--- config.mk ---
export PLATFORM = sky130hd
export DESIGN_NAME = aes128_round_sequencer
export DESIGN_NICKNAME = d
export VERILOG_FILES = /design/src/rtl/aes_pkg.sv /design/src/rtl/aes_wdog_timer.sv /design/src/rtl/aes128_round_sequencer.sv
export SDC_FILE = /design/constraint.sdc
export NUM_CORES = 1
export LEC_CHECK = 0
export CAP_MARGIN = 40
export CORE_AREA = 2 2 400 402
export DETAILED_ROUTE_END_ITERATION = 10
export DIE_AREA = 0 0 402 404
export GPL_TIMING_DRIVEN = 0
export PLACE_DENSITY_LB_ADDON = 0.3
export RECOVER_POWER = 50
export SLEW_MARGIN = 20
export SYNTH_ARGS = -nofsm -noshare
export SYNTH_HDL_FRONTEND = slang
export SYNTH_HIERARCHICAL = 1
export SYNTH_SLANG_ARGS = --single-unit
--- constraint.sdc ---
create_clock -name clk_i -period 2.8 [get_ports clk_i]
set_clock_uncertainty 0.05 [all_clocks]
set_input_delay 0.7 -clock clk_i [delete_from_list [all_inputs] [get_ports clk_i]]
set_output_delay 0.7 -clock clk_i [all_outputs]
set_load 0.01 [all_outputs]
--- src/rtl/aes_pkg.sv ---
// Shared widths, round count and sequencer state encoding for the AES-128 round sequencer.
package aes_pkg;
    localparam int AES_BLK_W = 128;
    localparam int AES128_NR = 10;

    typedef enum logic [2:0] {
        IDLE,
        LOADKEY,
        FETCH,
        RUN,
        DONE
    } seq_state_t;
endpackage

--- src/rtl/aes_wdog_timer.sv ---
// Stall watchdog: counts enabled cycles since the last clear, flags expiry at LIMIT.
module aes_wdog_timer #(
    parameter int LIMIT = 64
) (
    input  logic clk_i,
    input  logic rst_i,
    input  logic clr_i,
    input  logic en_i,
    output logic expire_o
);
    localparam int W = $clog2(LIMIT + 1);

    logic [W-1:0] cnt_q, cnt_d;

    assign expire_o = en_i && (cnt_q == W'(LIMIT));

    always_comb begin
        cnt_d = cnt_q;
        if (clr_i)
            cnt_d = '0;
        else if (en_i && !expire_o)
            cnt_d = cnt_q + 1'b1;
    end

    always_ff @(posedge clk_i) begin
        if (rst_i) cnt_q <= '0;
        else       cnt_q <= cnt_d;
    end
endmodule

--- src/rtl/aes128_round_sequencer.sv ---
// Drives one AES-128 encryption across the external key schedule and round unit:
// rk0 is folded in locally, rounds 1..NR are issued one at a time.
module aes128_round_sequencer
    import aes_pkg::*;
#(
    parameter int NR       = AES128_NR,
    parameter int WDOG_CYC = 64
) (
    input  logic                 clk_i,
    input  logic                 rst_i,
    input  logic                 in_valid_i,
    output logic                 in_ready_o,
    input  logic [AES_BLK_W-1:0] in_data_i,
    input  logic [AES_BLK_W-1:0] in_key_i,
    output logic                 ks_load_o,
    output logic [AES_BLK_W-1:0] ks_key_o,
    output logic                 rk_req_o,
    output logic [3:0]           rk_idx_o,
    input  logic                 rk_valid_i,
    input  logic [AES_BLK_W-1:0] rk_data_i,
    output logic                 rnd_start_o,
    output logic                 rnd_last_o,
    output logic [AES_BLK_W-1:0] rnd_state_o,
    output logic [AES_BLK_W-1:0] rnd_key_o,
    input  logic                 rnd_done_i,
    input  logic [AES_BLK_W-1:0] rnd_result_i,
    output logic                 out_valid_o,
    input  logic                 out_ready_i,
    output logic [AES_BLK_W-1:0] out_data_o,
    input  logic                 abort_i,
    output logic                 err_o
);
    seq_state_t           st_q, st_d;
    logic [AES_BLK_W-1:0] blk_q, blk_d;
    logic [AES_BLK_W-1:0] key_q, key_d;
    logic [AES_BLK_W-1:0] rk_q, rk_d;
    logic [3:0]           rnd_q, rnd_d;
    logic                 gap_q, gap_d;
    logic                 first_q, first_d;
    logic                 wd_clr, wd_en, wd_exp;

    aes_wdog_timer #(.LIMIT(WDOG_CYC)) u_wdog (
        .clk_i    (clk_i),
        .rst_i    (rst_i),
        .clr_i    (wd_clr),
        .en_i     (wd_en),
        .expire_o (wd_exp)
    );

    always_comb begin
        st_d    = st_q;
        blk_d   = blk_q;
        key_d   = key_q;
        rk_d    = rk_q;
        rnd_d   = rnd_q;
        gap_d   = 1'b0;
        first_d = 1'b0;
        wd_clr  = 1'b1;
        wd_en   = 1'b0;
        case (st_q)
            IDLE: begin
                if (in_valid_i) begin
                    blk_d = in_data_i;
                    key_d = in_key_i;
                    rnd_d = '0;
                    st_d  = LOADKEY;
                end
            end
            LOADKEY: st_d = FETCH;
            FETCH: begin
                wd_en  = 1'b1;
                wd_clr = 1'b0;
                // gap_q marks the dead cycle between rk0 and rk1 requests
                if (rk_valid_i && !gap_q) begin
                    wd_clr = 1'b1;
                    if (rnd_q == 4'd0) begin
                        blk_d = blk_q ^ rk_data_i;
                        rnd_d = 4'd1;
                        gap_d = 1'b1;
                    end else begin
                        rk_d    = rk_data_i;
                        first_d = 1'b1;
                        st_d    = RUN;
                    end
                end
            end
            RUN: begin
                wd_en  = 1'b1;
                wd_clr = 1'b0;
                if (rnd_done_i) begin
                    wd_clr = 1'b1;
                    blk_d  = rnd_result_i;
                    if (rnd_q == 4'(NR)) begin
                        st_d = DONE;
                    end else begin
                        rnd_d = rnd_q + 4'd1;
                        st_d  = FETCH;
                    end
                end
            end
            DONE: if (out_ready_i) st_d = IDLE;
            default: st_d = IDLE;
        endcase
        if (wd_exp || (abort_i && st_q != IDLE)) begin
            st_d    = IDLE;
            blk_d   = '0;
            rk_d    = rk_q;
            rnd_d   = '0;
            gap_d   = 1'b0;
            first_d = 1'b0;
        end
    end

    always_ff @(posedge clk_i) begin
        if (rst_i) begin
            st_q    <= IDLE;
            blk_q   <= '0;
            key_q   <= '0;
            rk_q    <= '0;
            rnd_q   <= '0;
            gap_q   <= 1'b0;
            first_q <= 1'b0;
        end else begin
            st_q    <= st_d;
            blk_q   <= blk_d;
            key_q   <= key_d;
            rk_q    <= rk_d;
            rnd_q   <= rnd_d;
            gap_q   <= gap_d;
            first_q <= first_d;
        end
    end

    assign in_ready_o  = (st_q == IDLE);
    assign ks_load_o   = (st_q == LOADKEY);
    assign ks_key_o    = key_q;
    assign rk_req_o    = (st_q == FETCH) && !gap_q;
    assign rk_idx_o    = rnd_q;
    assign rnd_start_o = (st_q == RUN) && first_q;
    assign rnd_last_o  = (st_q == RUN) && (rnd_q == 4'(NR));
    assign rnd_state_o = blk_q;
    assign rnd_key_o   = rk_q;
    assign out_valid_o = (st_q == DONE);
    assign out_data_o  = (st_q == DONE) ? blk_q : '0;
    assign err_o       = wd_exp;
endmodule

After elaboration in Yosys (flattened, before gate mapping)

Cells that the tools add are included.

Logic and storage cells: 76
Bits in registers: 400

Eq/ne operators: 13
Reductions and logical operators: 23
$add $sub $neg: 2
Bitwise gates (word level): 5
Muxes and demuxes: 25

Operators by type and width:

| operator            | count |
|---|---|
| $mux 128            | 5 |
| $pmux 128 s3        | 1 |
| $xor 128x128->128   | 1 |
| $mux 4              | 5 |
| $mux 3              | 6 |
| $pmux 3 s5          | 1 |
| $ne 2x2->1 const B  | 6 |
| $pmux 4 s3          | 1 |
| $reduce_and 5->1    | 2 |
| $add 7x1->7 const B | 1 |
| $eq 7x7->1 const B  | 1 |
| $logic_and 1x1->1   | 7 |
| $eq 3x2->1 const B  | 2 |
| $reduce_and 6->1    | 1 |
| $reduce_bool 3->1   | 2 |
| $reduce_or 2->1     | 3 |
| $mux 1              | 5 |
| $add 4x1->4 const B | 1 |
| $eq 4x4->1 const B  | 1 |
| $logic_not 4->1     | 1 |
| $not 1->1           | 4 |
| $reduce_and 4->1    | 1 |
| $reduce_or 4->1     | 1 |
| $eq 3x1->1 const B  | 1 |
| other kinds (7)     | 8 |

Logic depth before layout (Yosys ltp)

Depth in word-level cells: 7
Gate-level depth with buffers: 11
Gate-level depth less buffers: 7

Hierarchy

The synthesis kept the hierarchy.

Modules (own cells, without submodules):

| module                 | cells each | instances | area an instance (um2) |
|---|---|---|---|
| aes128_round_sequencer | 2465       | 1         | 17987.3 |
| aes_wdog_timer         | 43         | 1         | 362.8 |

Worst setup path after synthesis

Ideal clock, no wire load.

Path type: register to register
Start point: reg st_q[2]
End point: reg blk_q[54] (netlist: rnd_state_o[54])
Period minus slack after synthesis: 2.579 ns
Cell stages (with the launch flop): 12
Path buffers: 4
Arrival: 2.455 ns
Required time: 2.676 ns
Path slack: 0.221 ns
Library setup time: 0.074 ns
Path through: dfxtp_1 buf_2 nand2b_1 inv_2 clkbuf_1 and4_1 o21bai_2 nor2_2 buf_6 clkbuf_1 o21ai_0 a31oi_1

Cells in the longest elaborated chain, start to end: 6
Elaborated cells between the ends (all ways): 17
Those cells by class: eq/ne: 6; mux: 2; reduce/logical: 9

Ends and longest elaborated chain:

| what                                 | RTL line                      | text |
|---|---|---|
| start: declaration                   | aes128_round_sequencer.sv:33  | `seq_state_t st_q, st_d;` |
| start signal: assignment             | aes128_round_sequencer.sv:124 | `st_q <= st_d;` |
| $eq 3x2->1                           | aes128_round_sequencer.sv:60  | `case (st_q)` |
| $reduce_or 2->1 (no source line) (*) | --                            |  |
| $mux 1 (*)                           | aes128_round_sequencer.sv:60  |  |
| named net wd_en                      | aes128_round_sequencer.sv:40  | `logic wd_clr, wd_en, wd_exp;` |
| $logic_and 1x1->1 (*)                | aes_wdog_timer.sv:15          | `assign expire_o = en_i && (cnt_q == W'(LIMIT));` |
| named net err_o                      | aes128_round_sequencer.sv:31  | `output logic err_o` |
| $logic_or 1x1->1 (*)                 | aes128_round_sequencer.sv:104 | `if (wd_exp \|\| (abort_i && st_q != IDLE)) begin` |
| $reduce_or 2->1 (no source line) (*) | --                            |  |
| end signal: assignment               | aes128_round_sequencer.sv:125 | `blk_q <= blk_d;` |
| end: declaration                     | aes128_round_sequencer.sv:34  | `logic [AES_BLK_W-1:0] blk_q, blk_d;` |

Mark *: on every way through the listed nets, which the timed path passes. The rest lies on a longest branch.
A chain may end at the register's enable or synchronous reset.

Final worst setup path

Start point: reg st_q[1]
End point: out out_data_o[78]

Cells in the longest elaborated chain, start to end: 2

Ends and longest elaborated chain:

| what             | RTL line                      | text |
|---|---|---|
| $eq 3x3->1       | aes128_round_sequencer.sv:144 | `assign out_data_o = (st_q == DONE) ? blk_q : '0;` |
| $mux 128         | aes128_round_sequencer.sv:144 |  |
| end: declaration | aes128_round_sequencer.sv:29  | `output logic [AES_BLK_W-1:0] out_data_o,` |

Every way passes these cells.

==> flow_summary_export.csv <==
group,metric,value,unit
synthesis,synth_area_leaders,"dfxtp_1 44%, nand2_1 19%, a21oi_1 7.1%, o21ai_0 6.4%, xnor2_1 6.1%",
floorplan,io_pins,1042,
hold_path,min_from,"ks_key_o[123]$_SDFFE_PP0P_",
synthesis,yosysWarnings,6,
routing,drtIter0Drc,1724,
pwr,power_density,566,mW/mm^2
global_route,grt_pass1_wl,205000,um
timing,hold_viol,0,
timing,finalSetupViolations,99,
floorplan,core,0.158,mm^2
timing,clock.fmax,336,MHz
placement,gp_congestion,0.911,
timing,slew_headroom,47.2,%
critical_path,r2r-end,"rnd_key_o[124]$_SDFFE_PP0P_",
critical_path,worst-r2r-setup-slack,120,ps
synthesis,synth.distinct_cells,50,
layout,layout_common_cells,"907 x nand2_1, 905 x clkdlybuf4s50_1, 393 x dfxtp_1",
pwr,ir_drop,0.000449,V
critical_path,worstPathRequired,2050,ps
layout,fillCellCount,17700,
routing,wl,157000,um
global_route,grt_overflow_total,0,
routing,antenna_left,0,
placement,io_buffers,1041,
cts,clk_pin_slew,60,ps
critical_path,cp-start-kind,"flop",
floorplan,placementRows,146,
timing,fin_tns_setup,-9130,ps
synthesis,synth_edf_count,0,
cts,htreeDepth,2,
synthesis,syn_area_per_cell,7.32,um^2
synthesis,synth_top_area_share,43.6,%
routing,drc,0,
timing,holdWs,400,ps
synthesis,syn_nets,3032,
cts,clock_sinks,400,
routing,vias,23200,
global_route,grt_max_degree,16,
cts,ctsHoldBuffers,0,
floorplan,chipWidth,402,um
global_route,grt_pass1_vias,22600,
placement,hpwl,130000,um
floorplan,start_util,11.6,%
layout,nets,4184,
critical_path,end_kind,"output port",
timing,tightest_slew,792,ps
status,status,"finished, violations left",
critical_path,rr_worst_depth,13,
timing,min_period,2970,ps
layout,drive_gt1_share,13.6,%
floorplan,die_area,0.162,mm^2
routing,drtPass1Iterations,7,
layout,area_delta_synth_final,90.2,%
critical_path,arrival,2220,ps
synthesis,synth_area_leader_cell,"dfxtp_1",
floorplan,die_h,404,um
job,drv_cap,0,
timing,fin_ws,-175,ps
routing,via_per_inst,4.00,
synthesis,synthArstFlopShare,0,%
hold_path,min_path_cells,2,
pwr,power.leakage,0.0124,uW
cts,clk_latency,640,ps
cts,cts_tree,"done",
critical_path,r2r-start,"st_q[2]$_SDFFE_PP0P_",
timing,slew_viol_final,0,
timing,rsz0062_at_grt,"yes",
global_route,antenna_found_initial,61,
synthesis,seq_area_frac_synth,43.6,%
critical_path,crit_type,"reg -> out",
critical_path,path_max_fanout,5,
status,violations,"negative setup slack",
cts,cts_made_buffers,54,
synthesis,ys.flop_type,"dfxtp_1",
cts,cts-root-buf,"clkbuf_16",
global_route,grt_use_total,18.4,%
hold_path,min_to,"ks_key_o[123]$_SDFFE_PP0P_",
hold_path,worstHoldPathType,"reg -> reg",
layout,layout_commonest_cell,"nand2_1",
synthesis,syn-cell-area,0.0184,mm^2
cts,clk_path_buf_depth,3,
routing,routedWlPerCell,27.1,um
synthesis,ys_ff_latch,400,
timing,fin_crit_sh,106,%
synthesis,synthesis.instances,2508,
[flip-flops by register name, indices dropped and copies added, names as in the netlist]
| register | cells |
|---|---|
| rnd_state_o | 128 |
| u_wdog/cnt_q | 7 |
| rk_idx_o | 4 |
| gap_q | 1 |
| st_q | 3 |
| first_q | 1 |
| ks_key_o | 128 |
| rnd_key_o | 128 |
[worst max-delay path, cell delays in order (launching register included)]
cell and delay (ps):
dfxtp_2 320, buf_6 130, nor2_4 120, buf_12 110, clkbuf_16 180, buf_16 150, buf_8 120, buf_8 110
and3_4 220, buf_6 110
[cell usage after synthesis (all sizes together), types with 3 or more instances]
library cell and count:
nand4 3, clkbuf 130, buf 85, xnor2 128, ha 5, a21oi 259
nand2 907, o21ai 260, a31oi 129, or2 3, nor2 13, and3 131
nand3 6, inv 11, dfxtp 400, and2 3, nor3 5
[worst max path at each step]
stage / startpoint / cells past startpoint / to
2_1_floorplan: st_q[2]$_SDFFE_PP0P_ / 11 / rnd_state_o[54]$_SDFFE_PP0P_
3_3_place_gp: st_q[0]$_SDFFE_PP0P_ / 7 / out_data_o[123]
3_5_place_dp: st_q[0]$_SDFFE_PP0P_ / 8 / out_data_o[67]
4_1_cts: st_q[0]$_SDFFE_PP0P_ / 10 / out_data_o[33]
5_1_grt: st_q[1]$_SDFFE_PP0P_ / 9 / out_data_o[78]
6_report: st_q[1]$_SDFFE_PP0P_ / 9 / out_data_o[78]
[repair_timing]
item | CTS | global route
buffers inserted | 32 | 14
gates cloned | 8 | 4
pin swaps | 6 | 4
setup endpoints to repair | 415 | 250
resized for setup | 818 | 108
[where the power goes]
part / total [uW] / switching, uW / leakage (uW) / internal [uW]
sequential: 6820 / 645 / 0.00327 / 6170
clock: 7020 / 3070 / 0.000839 / 3950
combinational: 5920 / 3250 / 0.00833 / 2670
total: 19800 / 6960 / 0.0124 / 12800
[final cells by class]
| cell class | count | area (um^2) | area share [%] |
|---|---|---|---|
| inverters | 11 | 43.8 | 0.125 |
| repair buffers | 1105 | 11400 | 32.6 |
| well taps | 2072 | 2590 | 7.43 |
| clock buffers | 76 | 1510 | 4.34 |
| clock inverters | 20 | 205 | 0.588 |
| diodes | 24 | 60.1 | 0.172 |
| multi-input cells | 1882 | 9760 | 28.0 |
| plain buffers | 206 | 1320 | 3.77 |
| flip-flops and latches | 400 | 8020 | 23.0 |
[per-stage QoR]
| step | setup WS, ps | cell area [um^2] | utilization (%) | total power (uW) | instances |
|---|---|---|---|---|---|
| final | -175 | 34900 | 22.1 | 19800 | 5796 |
| after global routing | -229 | 34900 | 22.1 | 20600 | 5782 |
| after CTS | -392 | 34500 | 21.9 | 20000 | 5766 |
| after detailed placement | -1190 | 31600 | 20.0 | 12400 | 5631 |
| after global placement | -2100 | 31400 | 19.9 | 12400 | 5621 |
| after floorplan | 221 | 18400 | - | 8760 | 2508 |
[cells by family after synthesis]
family | share of synthesized area [%]
adders and majority gates | 0.341
muxes | 0.170
DFF | 43.6
and+or+nand+nor | 24.9
AOI/OAI and AO/OA | 19.1
buffers and inverters | 5.73
xor gates and xnor gates | 6.20
[routing by layer]
metal / vias to the layer above / wire length, um / track usage (%)
li1: 10700 / - / -
met1: 11200 / 63300 / 22.0
met2: 971 / 76600 / 31.6
met3: 198 / 13200 / 5.88
met4: 24 / 3870 / 4.83
met5: - / 147 / 0
(Power assumes the default switching activity.)
